<file path="src/rtl/uart_frame_pkg.sv">
// Shared state encoding and constants for the UART frame controller and its payload buffer.
package uart_frame_pkg;

  typedef enum logic [2:0] {
    ST_IDLE,
    ST_CMD,
    ST_LEN,
    ST_PAYLOAD,
    ST_CHK,
    ST_HOLD
  } state_t;

  localparam logic [7:0] SYNC_BYTE_DEFAULT = 8'hA5;
  localparam int         ERR_CNT_W         = 8;

  // Saturating increment for the error counter.
  function automatic logic [ERR_CNT_W-1:0] sat_inc(input logic [ERR_CNT_W-1:0] value);
    return (&value) ? value : value + 1'b1;
  endfunction

endpackage

</file>
<file path="src/rtl/uart_frame_buf.sv">
// Payload register file: one synchronous write port and one asynchronous read port.
module uart_frame_buf #(
  parameter int DEPTH = 16,
  parameter int AW    = $clog2(DEPTH)
) (
  input  logic          clk,
  input  logic          we,
  input  logic [AW-1:0] wr_addr,
  input  logic [7:0]    wr_data,
  input  logic [AW-1:0] rd_addr,
  output logic [7:0]    rd_data
);

  logic [7:0] mem [DEPTH];

  // Contents are deliberately not reset; only a checked frame is ever exposed.
  always_ff @(posedge clk) begin
    if (we) begin
      mem[wr_addr] <= wr_data;
    end
  end

  assign rd_data = (32'(rd_addr) < 32'(DEPTH)) ? mem[rd_addr] : 8'h00;

endmodule

</file>
<file path="src/rtl/uart_frame_ctrl.sv">
// Assembles SYNC/CMD/LEN/payload/CHK frames from a UART byte stream and holds each checked
// frame until consumed. Define UART_FRAME_TIMEOUT_EN to enable the inter-byte timeout.
module uart_frame_ctrl
  import uart_frame_pkg::*;
#(
  parameter int          MAX_LEN      = 16,
  parameter logic [7:0]  SYNC_BYTE    = SYNC_BYTE_DEFAULT,
  parameter int          TIMEOUT_CLKS = 52080,
  localparam int         LEN_W        = $clog2(MAX_LEN + 1),
  localparam int         IDX_W        = $clog2(MAX_LEN)
) (
  input  logic                 i_Clock,
  input  logic                 i_Reset,
  input  logic                 i_RX_DV,
  input  logic [7:0]           i_RX_Byte,
  output logic                 o_Frame_Valid,
  input  logic                 i_Frame_Ready,
  output logic [7:0]           o_Frame_Cmd,
  output logic [LEN_W-1:0]     o_Frame_Len,
  input  logic [IDX_W-1:0]     i_Rd_Addr,
  output logic [7:0]           o_Rd_Data,
  output logic                 o_Busy,
  output logic                 o_Err_Chk,
  output logic                 o_Err_Len,
  output logic                 o_Err_Timeout,
  output logic                 o_Drop,
  output logic [ERR_CNT_W-1:0] o_Err_Count
);

  state_t               state_reg;
  logic                 busy_reg;
  logic                 valid_reg;
  logic                 err_chk_reg;
  logic                 err_len_reg;
  logic                 err_timeout_reg;
  logic                 drop_reg;
  logic [7:0]           cmd_reg;
  logic [7:0]           chk_reg;
  logic [LEN_W-1:0]     len_reg;
  logic [IDX_W-1:0]     idx_reg;
  logic [ERR_CNT_W-1:0] err_count_reg;

  logic       in_frame;
  logic       len_too_big;
  logic       last_payload;
  logic       timeout_hit;
  logic       buf_we;
  logic [7:0] buf_rd_data;

  assign in_frame     = (state_reg == ST_CMD) || (state_reg == ST_LEN) ||
                        (state_reg == ST_PAYLOAD) || (state_reg == ST_CHK);
  assign len_too_big  = 32'(i_RX_Byte) > 32'(MAX_LEN);
  assign last_payload = (LEN_W'(idx_reg) == (len_reg - LEN_W'(1)));
  assign buf_we       = (state_reg == ST_PAYLOAD) && i_RX_DV;

`ifdef UART_FRAME_TIMEOUT_EN
  localparam int TO_W = $clog2(TIMEOUT_CLKS);

  logic [TO_W-1:0] timeout_cnt_reg;

  always_ff @(posedge i_Clock) begin
    if (i_Reset || i_RX_DV || !in_frame) begin
      timeout_cnt_reg <= '0;
    end else begin
      timeout_cnt_reg <= timeout_cnt_reg + 1'b1;
    end
  end

  // Fires on the edge TIMEOUT_CLKS-1 clocks after the last accepted strobe; a byte on that edge wins.
  assign timeout_hit = in_frame && !i_RX_DV && (timeout_cnt_reg == TO_W'(TIMEOUT_CLKS - 2));
`else
  logic unused_timeout_cfg;

  assign unused_timeout_cfg = ^32'(TIMEOUT_CLKS);
  assign timeout_hit        = 1'b0;
`endif

  always_ff @(posedge i_Clock) begin
    if (i_Reset) begin
      state_reg       <= ST_IDLE;
      busy_reg        <= 1'b0;
      valid_reg       <= 1'b0;
      err_chk_reg     <= 1'b0;
      err_len_reg     <= 1'b0;
      err_timeout_reg <= 1'b0;
      drop_reg        <= 1'b0;
      cmd_reg         <= 8'h00;
      chk_reg         <= 8'h00;
      len_reg         <= '0;
      idx_reg         <= '0;
      err_count_reg   <= '0;
    end else begin
      err_chk_reg     <= 1'b0;
      err_len_reg     <= 1'b0;
      err_timeout_reg <= 1'b0;
      drop_reg        <= 1'b0;

      if (timeout_hit) begin
        state_reg       <= ST_IDLE;
        busy_reg        <= 1'b0;
        err_timeout_reg <= 1'b1;
        err_count_reg   <= sat_inc(err_count_reg);
      end else begin
        case (state_reg)
          ST_IDLE: begin
            if (i_RX_DV && (i_RX_Byte == SYNC_BYTE)) begin
              state_reg <= ST_CMD;
              busy_reg  <= 1'b1;
            end
          end

          ST_CMD: begin
            if (i_RX_DV) begin
              cmd_reg   <= i_RX_Byte;
              chk_reg   <= i_RX_Byte;
              state_reg <= ST_LEN;
            end
          end

          ST_LEN: begin
            if (i_RX_DV) begin
              if (len_too_big) begin
                state_reg     <= ST_IDLE;
                busy_reg      <= 1'b0;
                err_len_reg   <= 1'b1;
                err_count_reg <= sat_inc(err_count_reg);
              end else begin
                len_reg   <= i_RX_Byte[LEN_W-1:0];
                chk_reg   <= chk_reg ^ i_RX_Byte;
                idx_reg   <= '0;
                state_reg <= (i_RX_Byte == 8'h00) ? ST_CHK : ST_PAYLOAD;
              end
            end
          end

          ST_PAYLOAD: begin
            if (i_RX_DV) begin
              chk_reg <= chk_reg ^ i_RX_Byte;
              // idx stops at LEN-1 so it never wraps even when LEN == MAX_LEN.
              if (last_payload) begin
                state_reg <= ST_CHK;
              end else begin
                idx_reg <= idx_reg + 1'b1;
              end
            end
          end

          ST_CHK: begin
            if (i_RX_DV) begin
              if (i_RX_Byte == chk_reg) begin
                state_reg <= ST_HOLD;
                valid_reg <= 1'b1;
              end else begin
                state_reg     <= ST_IDLE;
                busy_reg      <= 1'b0;
                err_chk_reg   <= 1'b1;
                err_count_reg <= sat_inc(err_count_reg);
              end
            end
          end

          ST_HOLD: begin
            if (i_RX_DV) begin
              drop_reg <= 1'b1;
            end
            if (i_Frame_Ready) begin
              state_reg <= ST_IDLE;
              busy_reg  <= 1'b0;
              valid_reg <= 1'b0;
            end
          end

          default: begin
            state_reg <= ST_IDLE;
            busy_reg  <= 1'b0;
            valid_reg <= 1'b0;
          end
        endcase
      end
    end
  end

  uart_frame_buf #(
    .DEPTH (MAX_LEN),
    .AW    (IDX_W)
  ) u_buf (
    .clk     (i_Clock),
    .we      (buf_we),
    .wr_addr (idx_reg),
    .wr_data (i_RX_Byte),
    .rd_addr (i_Rd_Addr),
    .rd_data (buf_rd_data)
  );

  assign o_Frame_Valid = valid_reg;
  assign o_Frame_Cmd   = cmd_reg;
  assign o_Frame_Len   = len_reg;
  // Buffer contents are undefined after reset, so the read port is masked outside HOLD.
  assign o_Rd_Data     = valid_reg ? buf_rd_data : 8'h00;
  assign o_Busy        = busy_reg;
  assign o_Err_Chk     = err_chk_reg;
  assign o_Err_Len     = err_len_reg;
  assign o_Err_Timeout = err_timeout_reg;
  assign o_Drop        = drop_reg;
  assign o_Err_Count   = err_count_reg;

endmodule
</file>
<file path="config.mk">
export PLATFORM = sky130hd
export DESIGN_NAME = uart_frame_ctrl
export DESIGN_NICKNAME = d
export VERILOG_FILES = /design/src/rtl/uart_frame_pkg.sv /design/src/rtl/uart_frame_buf.sv /design/src/rtl/uart_frame_ctrl.sv
export SDC_FILE = /design/constraint.sdc
export NUM_CORES = 1
export LEC_CHECK = 0
export ABC_AREA = 1
export CORE_MARGIN = 1.5
export CORE_UTILIZATION = 47
export DETAILED_ROUTE_END_ITERATION = 10
export PLACE_DENSITY_LB_ADDON = 0.12
export RECOVER_POWER = 25
export SLEW_MARGIN = 20
export SYNTH_ARGS = -nofsm -noshare
export SYNTH_HDL_FRONTEND = slang
export SYNTH_SLANG_ARGS = --single-unit
export TNS_END_PERCENT = 50
</file>
<file path="constraint.sdc">
create_clock -name i_Clock -period 1.73 [get_ports i_Clock]
set_input_delay 0.2595 -clock i_Clock [delete_from_list [all_inputs] [get_ports i_Clock]]
set_output_delay 0.2595 -clock i_Clock [all_outputs]
set_load 0.01 [all_outputs]
</file>
**Word-level counts from Yosys, hierarchy flattened**

Memories as Yosys holds them, arrays and structs flattened.
Index checks and enable logic that the tools add are counted.

- Bits in registers: 41
- RAM bits: 128
- Input port bits: 16
- Output and inout port bits: 35
- Word-level logic and storage cells: 108
- Memories kept: 1

- Add/subtract/negate cells: 3
- Magnitude comparators: 1
- Equal/unequal tests: 20
- Mux-type cells: 43
- Bitwise operators: 8
- Reduce and logical (&&, ||, !) cells: 21

Memory list:

| memory | depth | bits a word | read ports | clocked after memory_dff | write ports | line | source |
|---|---|---|---|---|---|---|---|
| u_buf.mem | 16 | 8 | 1 | 0 | 1 | uart_frame_buf.sv:14 | `logic [7:0] mem [DEPTH];` |

Operator list:

| kind | number |
|---|---|
| 2-to-1 mux 8 bit | 10 |
| 2-to-1 mux 3 bit | 10 |
| case mux 8 bit (3 select lines) | 1 |
| != test 2 bit, second input constant | 11 |
| case mux 3 bit (6 select lines) | 1 |
| 2-to-1 mux 4 bit | 4 |
| case mux 8 bit (2 select lines) | 1 |
| AND reduction 5 bit | 3 |
| AND reduction 7 bit | 2 |
| 2-to-1 mux 1 bit | 13 |
| adder 8 x 1 -> 8 bit, second input constant | 1 |
| == test 8 bit | 1 |
| == test 8 bit, second input constant | 1 |
| > comparator 8 x 5 -> 1 bit, second input constant | 1 |
| zero test 8 bit | 1 |
| case mux 4 bit (2 select lines) | 1 |
| AND reduction 8 bit | 1 |
| XOR 8 bit | 1 |
| inverter 1 bit | 7 |
| == test 3 x 2 -> 1 bit, second input constant | 2 |
| == test 3 bit, second input constant | 2 |
| OR reduction 3 bit | 2 |
| == test 4 x 5 -> 1 bit | 1 |
| case mux 1 bit (5 select lines) | 1 |
| other kinds (14) | 17 |

**Logic depth before layout (Yosys ltp)**

Gate-level depths: netlist of run 1.

- Depth after elaboration: 5
- Gate-level depth with buffers: 14
- Mapped depth without buffers: 14

**By module**

From an unflattened synthesis of run 1, not the netlist that was laid out.

- Cells, all modules: 912
- Area total of the unflattened synthesis: 8062.7 µm²

Modules (own cells, without submodules):

| module | times used | cells an instance | area an instance (µm²) | seq. area each (µm²) |
|---|---|---|---|---|
| uart_frame_buf | 1 | 543 | 5606.6 | 3843.7 |
| uart_frame_ctrl | 1 | 369 | 2456.1 | 820.8 |

**Least setup slack after synthesis of run 1**

Ideal clock, no wire load.

- Kind: register to register
- Start: register state_reg[2]
- End: memory u_buf.mem[0][0] (enable)
- Setup time: 0.370 ns
- Arrival: 1.488 ns
- Data required time: 1.360 ns
- Setup slack: -0.128 ns
- Cell stages (with the launch flop): 9
- Buffers on the path: 1
- Period minus slack after synthesis: 1.858 ns
- Path through: dfxtp_1 inv_2 nand2_2 buf_6 nor2_1 inv_1 nor2_1 nand2_1 nor2_1

- Word-level cells in the longest chain between the ends: 4

RTL lines:

| item | line | source |
|---|---|---|
| start: declaration | uart_frame_ctrl.sv:30 | `state_t state_reg;` |
| start signal: assignment | uart_frame_ctrl.sv:131 | `state_reg <= (i_RX_Byte == 8'h00) ? ST_CHK : ST_PAYLOAD;` |
| == test 3 x 2 -> 1 bit | uart_frame_ctrl.sv:54 | `assign buf_we = (state_reg == ST_PAYLOAD) && i_RX_DV;` |
| logical AND 1 bit | uart_frame_ctrl.sv:54 |  |
| 2-to-1 mux 1 bit | uart_frame_buf.sv:18 | `if (we) begin` |
| 2-to-1 mux 1 bit (not written as such) | uart_frame_buf.sv:19 | `mem[wr_addr] <= wr_data;` |
| end: declaration | uart_frame_buf.sv:14 |  |

No other way between the ends.

**Final worst setup path of run 1**

- Start: memory u_buf.mem[9][1]
- End: output port o_Rd_Data[1]

- Word-level cells in the longest chain between the ends: 2

RTL lines:

| item | line | source |
|---|---|---|
| memory (16 x 8 bit) | -- |  |
| 2-to-1 mux 8 bit | uart_frame_ctrl.sv:199 | `assign o_Rd_Data = valid_reg ? buf_rd_data : 8'h00;` |
| end: declaration | uart_frame_ctrl.sv:21 | `output logic [7:0] o_Rd_Data,` |

No other way between the ends.

==> reports/qor.log, run 1 <==
qor: global_route.gr_util_all_layers 24.7%
qor: floorplanning.placementRows 45
qor: synthesis.netlist_top_cells_area edfxtp_1 (52%), dfxtp_1 (11%), nor2_1 (6.0%), o21ai_0 (5.7%), nand2_1 (4.5%)
qor: outcome.violations negative setup slack
qor: setup_path.cp_data_arrival_time 1.62 ns
qor: pwr.cellLeakagePower 3.47 nW
qor: synthesis.syn-num-nets 730
qor: synthesis.synth_top_cells_by_count edfxtp_1 (128), nor2_1 (118), nand2_1 (88), o21ai_0 (84), a21oi_1 (52)
qor: synthesis.ys_types 37
qor: detailed_routing.route.vias.total 5792
qor: min_path.min-delay-start i_RX_Byte[2]
qor: clock_tree.worstSkewPairLatency 0.43 ns
qor: setup_path.setup.worst_path.start u_buf.mem[9][1]
qor: floorplanning.core 15200 um^2
qor: floorplanning.overall_die_area 16300 um^2
qor: setup_path.rr_startpoint o_Frame_Len[1]
qor: sta.slew_viol_final 0
qor: layout.layout_cell_share_with_drive_strength_beyond_1 24.6%
qor: clock_tree.cts_root_buffer clkbuf_16
qor: run.number_of_max_capacitance_violations_reported 0
qor: pwr.post-layout-total-power 10.6 mW
qor: global_route.via_count_of_the_first_global_routing_pass 5750
qor: synthesis.synth_largest_type_area_fraction 52.5%
qor: layout.design.final.nets 858
qor: floorplanning.start_util 48.2%
qor: min_path.min_to chk_reg[2]
qor: sta.number_of_setup_violations_in_the_final_report 8
qor: floorplanning.die_h 128 um
qor: clock_tree.cts_tree built
qor: sta.final.setup.worst_slack -0.150 ns
qor: detailed_routing.wirelength 19300 um
qor: pwr.peakVddDrop 577 uV
qor: global_route.global_route_wire_length_before_repair 30400 um
qor: sta.hold-worst-slack 0.430 ns
qor: global_route.pin_count_of_the_biggest_net_entering_global_routing 25
qor: synthesis.ys_seq_area_share 63.7%
qor: layout.register_ranked_first_by_flip_flop_count u_buf.mem
qor: clock_tree.number_of_buffers_created_by_cts 17
qor: synthesis.synth.cell_area 7320 um^2
qor: synthesis.ys.warnings.count 0
qor: global_route.gr-total-overflow 0
qor: min_path.hold_path_depth 3
qor: min_path.min_path_type in2reg
qor: synthesis.syn_area_per_cell 10.3 um^2
qor: layout.largest_reg_flops 128
qor: setup_path.worst_ep_required_time 1.47 ns
qor: detailed_routing.post_detailed_route_wirelength_per_cell 18.6 um
qor: setup_path.worstSetupEndpointType output port
qor: setup_path.worst-r2r-setup-slack 0.09 ns
qor: sta.final_min_period_over_clock_period 109%
qor: placement.place.detailed.instances 1000
qor: detailed_routing.drt_first_pass_iters 5
qor: clock_tree.clk_pin_slew 0.07 ns
qor: synthesis.synth.largest_area_cell edfxtp_1
qor: setup_path.worst-path-max-fanout 1
qor: setup_path.critical_path_class reg2out
qor: sta.final_period_minus_worst_setup_slack 1.88 ns
qor: synthesis.synthMostInstantiatedCell edfxtp_1
qor: synthesis.post_synth_inst_count 708
qor: synthesis.synth_enable_flop_cells 128
qor: sta.slew-limit-headroom 44.8%
qor: sta.rsz0062_at_grt true
qor: detailed_routing.avgViaCountPerCell 5.59
qor: placement.routability_congestion_estimate 0.871
qor: global_route.antenna_found_initial 0
qor: sta.fmax 532 MHz
qor: detailed_routing.antenna_left 0
qor: layout.final_util 62.3%
qor: placement.postPlaceCellArea 8630 um^2
qor: sta.finalSetupTns -0.728 ns
qor: clock_tree.postCtsHoldBufs 0
qor: placement.dp_hpwl 13100 um
qor: clock_tree.cts.sinks 169
qor: outcome.outcome complete, but fails checks
qor: setup_path.critical_path.reg2reg.endpoint state_reg[0]
qor: detailed_routing.drt-initial-drc-count 463
qor: clock_tree.clock_tree.htree_level_count 4
qor: floorplanning.ports 51
qor: sta.worst-slew-pin-transition 0.828 ns
qor: floorplanning.floorplan.die.width 128 um
qor: placement.placement.setup.worst_slack -0.836 ns
qor: detailed_routing.drt_drc_violations_left 0
qor: synthesis.asyncSetResetFlopFracSynth 0%
qor: layout.instances_no_fill 1037
qor: placement.port_buffers 49
qor: setup_path.ff2ff_path_depth 9
qor: sta.report.final.hold_viol_count 0
qor: layout.antennaDiodeCount 0
qor: sta.worst_clock_skew 0.00925 ns
qor: layout.area_growth_syn_to_layout 29.2%
qor: pwr.power_density 1120 nW/um^2
qor: synthesis.ys.flop_type edfxtp_1
qor: synthesis.synth_seq_cells 169
qor: layout.finalInstanceArea 9470 um^2
qor: setup_path.worstSetupStartpointType flip-flop
qor: clock_tree.clock_path_buffers 2
report_power, final:
group	leakage [nW]	total [mW]	switching (mW)	internal [mW]
combinational	1.70	2.04	1.20	0.842
clock	0.293	3.95	1.65	2.30
sequential	1.49	4.63	0.107	4.52
total	3.47	10.6	2.95	7.66
placed cells by master, fill, tap and decap left out, types with 7 or more instances in the layout:
| cell | count |
|---|---|
| a21oi_1 | 46 |
| buf_12 | 8 |
| buf_2 | 11 |
| buf_4 | 71 |
| clkbuf_1 | 7 |
| clkbuf_16 | 17 |
| clkdlybuf4s50_1 | 31 |
| dfxtp_1 | 37 |
| edfxtp_1 | 128 |
| inv_1 | 29 |
| inv_2 | 13 |
| nand2_1 | 82 |
| nand2_2 | 9 |
| nand3_1 | 29 |
| nor2_1 | 104 |
| nor2_2 | 15 |
| o211ai_1 | 10 |
| o21ai_0 | 59 |
| o21ai_1 | 16 |
| o21ai_2 | 10 |
| o221ai_1 | 20 |
| xor2_1 | 9 |
layer usage:
metal	GRT usage, %	vias to the layer above	wire length [um]
li1	-	2763	-
met1	31.2	2798	8340
met2	42.6	191	9630
met3	4.17	40	885
met4	9.39	0	489
met5	0	-	0
how the worst max path moves through the flow:
stage                            endpoint  cells after the start
after CTS                    o_Rd_Data[1]                      5
after global placement       o_Rd_Data[7]                      7
after global routing         o_Rd_Data[6]                      5
after floorplan           u_buf.mem[0][0]                      8
final                        o_Rd_Data[1]                      5
after detailed placement     o_Rd_Data[0]                      8
final cells by class:
type                       count  area [um^2]
inverter                      43          164
sequential                   169         4670
clock buffer                  17          425
tap                          188          235
timing repair buffer         143         1250
multi-input combinational    462         2540
clock inverter                15          188
fill                        1241         5740
logic make-up after synthesis:
group | Yosys count | share of synthesized area (%)
AO/OA/AOI/OAI | 183 | 14.5
XOR/XNOR | 10 | 1.20
AND/OR/NAND/NOR | 262 | 15.1
other | 1 | 0.0512
buffers and inverters | 77 | 4.49
flip-flops | 169 | 63.7
adder cells (fa/ha/maj) | 6 | 1.03
worst max-delay path: stages, from the launching register on:
cell      delay, ns
edfxtp_1       0.39
o21ai_0        0.12
o221ai_1       0.19
nand3_1        0.10
a21oi_1        0.23
buf_2          0.17
what timing repair did:
item                                    4_1_cts  5_1_grt
setup buffers                                 2        2
resized for setup                            69       67
pin swaps                                    27       32
endpoints found under the setup margin       15      155
cloned                                        1        0
Power figures use the tool's default switching activity.
==> run 2: changes to the inputs <==
--- a/config.mk
+++ b/config.mk
@@ -6,6 +6,7 @@
 export NUM_CORES = 1
 export LEC_CHECK = 0
 export ABC_AREA = 1
+export CORE_ASPECT_RATIO = 0.8
 export CORE_MARGIN = 1.5
 export CORE_UTILIZATION = 47
 export DETAILED_ROUTE_END_ITERATION = 10
==> reports/qor.log, run 2 (same netlist as run 1, synthesis figures left out) <==
qor: detailed_routing.avgViaCountPerCell 5.52 [-1.1%]
qor: setup_path.worst-path-max-fanout 1 [unchanged]
qor: clock_tree.clk_pin_slew 0.06 ns [about the same]
qor: detailed_routing.wirelength 20000 um [+3.2%]
qor: global_route.global_route_wire_length_before_repair 30500 um [+0.23%]
qor: layout.layout_cell_share_with_drive_strength_beyond_1 24.4% [-0.26 points]
qor: floorplanning.overall_die_area 16300 um^2 [about the same]
qor: layout.final_util 63.4% [+1.1 points]
qor: floorplanning.start_util 48.5% [+0.28 points]
qor: layout.design.final.nets 871 [+1.5%]
qor: detailed_routing.post_detailed_route_wirelength_per_cell 18.6 um [-0.20%]
qor: setup_path.worst-r2r-setup-slack 0.12 ns [+0.03 ns]
qor: clock_tree.cts.sinks 169 [unchanged]
qor: min_path.min_to o_Frame_Cmd[6]
qor: setup_path.worstSetupStartpointType flip-flop
qor: layout.antennaDiodeCount 0 [unchanged]
qor: floorplanning.ports 51 [unchanged]
qor: setup_path.worstSetupEndpointType output port
qor: floorplanning.floorplan.die.width 143 um [+12%]
qor: sta.final_period_minus_worst_setup_slack 1.84 ns [-0.0433 ns]
qor: sta.slew-limit-headroom 37.7% [-7.2 points]
qor: detailed_routing.drt_drc_violations_left 0 [unchanged]
qor: placement.routability_congestion_estimate 0.888 [+2.0%]
qor: detailed_routing.route.vias.total 5922 [+2.2%]
qor: setup_path.critical_path.reg2reg.endpoint state_reg[0]
qor: setup_path.crit_path_max_incr_delay 0.34 ns [-0.05 ns]
qor: layout.layout_commonest_cell edfxtp_1
qor: floorplanning.core 15100 um^2 [-0.58%]
qor: sta.final.setup.worst_slack -0.106 ns [+0.0433 ns]
qor: sta.finalSetupTns -0.470 ns [+0.258 ns]
qor: sta.fmax 545 MHz [+2.4%]
qor: clock_tree.clock_path_buffers 2 [unchanged]
qor: clock_tree.worstSkewPairLatency 0.43 ns [about the same]
qor: setup_path.cp_data_arrival_time 1.58 ns [-0.04 ns]
qor: clock_tree.clock_tree.htree_level_count 4 [unchanged]
qor: setup_path.worst_ep_required_time 1.47 ns [about the same]
qor: run.number_of_max_capacitance_violations_reported 0 [unchanged]
qor: sta.worst-slew-pin-transition 0.935 ns [+0.107 ns]
qor: setup_path.critical_path.cell_chain o21ai_1 -> o22ai_1 -> o211ai_1 -> a21oi_2 -> buf_6
qor: placement.port_buffers 49 [unchanged]
qor: pwr.cellLeakagePower 3.54 nW [+2.0%]
qor: pwr.power_density 1090 nW/um^2 [-2.7%]
qor: global_route.antenna_found_initial 0 [unchanged]
qor: layout.register_ranked_first_by_flip_flop_count u_buf.mem
qor: pwr.peakVddDrop 849 uV [+47%]
qor: global_route.pin_count_of_the_biggest_net_entering_global_routing 33 [+32%]
qor: min_path.hold_path_depth 4 [+1]
qor: sta.report.final.hold_viol_count 0 [unchanged]
qor: global_route.gr-total-overflow 0 [unchanged]
qor: detailed_routing.drt-initial-drc-count 556 [+20%]
qor: clock_tree.postCtsHoldBufs 0 [unchanged]
qor: setup_path.ff2ff_path_depth 9 [unchanged]
qor: clock_tree.cts_tree built
qor: sta.rsz0062_at_grt true
qor: placement.dp_hpwl 13300 um [+1.5%]
qor: layout.area_growth_syn_to_layout 30.8%
qor: detailed_routing.drt_first_pass_iters 5 [unchanged]
qor: layout.layout_common_cells edfxtp_1 (128), nor2_1 (111), nand2_1 (83), buf_4 (79), o21ai_0 (54)
qor: sta.worst_clock_skew 0.0137 ns [+0.00444 ns]
qor: sta.final_min_period_over_clock_period 106% [-2.5 points]
qor: min_path.min_path_type in2reg
qor: global_route.via_count_of_the_first_global_routing_pass 5605 [-2.5%]
qor: min_path.min-delay-start i_RX_Byte[6]
qor: sta.slew_viol_final 0 [unchanged]
qor: sta.number_of_setup_violations_in_the_final_report 7 [-1]
qor: detailed_routing.antenna_left 0 [unchanged]
qor: setup_path.critical_path_class reg2out
qor: setup_path.rr_startpoint o_Frame_Len[0]
qor: global_route.gr_util_all_layers 25.1% [+0.47 points]
qor: setup_path.crit_slowest_cell edfxtp_1
qor: pwr.post-layout-total-power 10.5 mW [-1.5%]
qor: clock_tree.cts_root_buffer clkbuf_16
qor: floorplanning.placementRows 40 [-11%]
qor: floorplanning.die_h 115 um [-10%]
qor: outcome.violations negative setup slack
qor: layout.largest_reg_flops 128 [unchanged]
qor: outcome.outcome complete, but fails checks
qor: clock_tree.number_of_buffers_created_by_cts 17 [unchanged]
## run 2: changes by cell type in the layout (fill, tap and decap cells not counted), moves of 3 or more
cell and delta:
o21ai_2 -4, o21ai_1 +9, nor2_2 -7, clkbuf_1 +5, nor2_1 +7, o21ai_0 -5
dlygate4sd3_1 -4, buf_4 +8, buf_16 +3, buf_2 -3, buf_6 +4
## run 2: cell type report
class                      instances  area (um^2)
clock buffer                      17          425
timing repair buffer             156         1420
sequential                       169         4670
multi-input combinational        462         2480
clock inverter                    15          150
fill                            1267         5530
inverter                          43          166
tap                              210          263
## run 2: worst max-delay path by stage
stage	from	to	slack, ns	cells after the start
after floorplan	state_reg[2]	u_buf.mem[0][0]	-0.13	8
after global placement	i_Rd_Addr[1]	o_Rd_Data[4]	-0.76	9
after detailed placement	i_Rd_Addr[1]	o_Rd_Data[1]	-0.86	8
after CTS	u_buf.mem[2][1]	o_Rd_Data[1]	-0.11	5
after global routing	u_buf.mem[7][1]	o_Rd_Data[1]	-0.19	5
final	u_buf.mem[2][1]	o_Rd_Data[1]	-0.11	5
## run 2: report_power, final
| group | switching [mW] | internal (mW) | leakage, nW |
|---|---|---|---|
| combinational | 1.22 | 0.900 | 1.78 |
| clock | 1.58 | 2.12 | 0.279 |
| sequential | 0.110 | 4.52 | 1.49 |
| total | 2.91 | 7.55 | 3.54 |
## run 2: through the flow
stage | worst slack, ns | std cells | cell area (um^2) | hold slack, ns
final | -0.106 | 1072 | 9580 | 0.335
after floorplan | -0.128 | 708 | 7320 | 0.329
after global placement | -0.759 | 1028 | 8700 | 0.476
after detailed placement | -0.857 | 1028 | 8700 | 0.489
after global routing | -0.193 | 1072 | 9580 | 0.332
after CTS | -0.114 | 1068 | 9440 | 0.499
## run 2: critical path: cells and delay by family, from the launching register on
family / cells / cell delay, ns
AO/OA/AOI/OAI: 4 / 0.66
flip-flops: 1 / 0.34
buffers and inverters: 1 / 0.15
## run 2: repair_timing
item / in CTS / in global routing
setup endpoints to repair: 23 / 124
gates resized for setup: 75 / 68
pin swaps: 27 / 31
buffers inserted: 4 / 4
cloned: 5 / 0
## run 2: metal layers
layer	vias to the layer above	GRT usage, %	wire length, um
met5	-	0	0
met4	0	7.42	423
met3	33	5.19	1510
met2	260	35.8	8820
met1	2835	38.7	9190
li1	2794	-	-
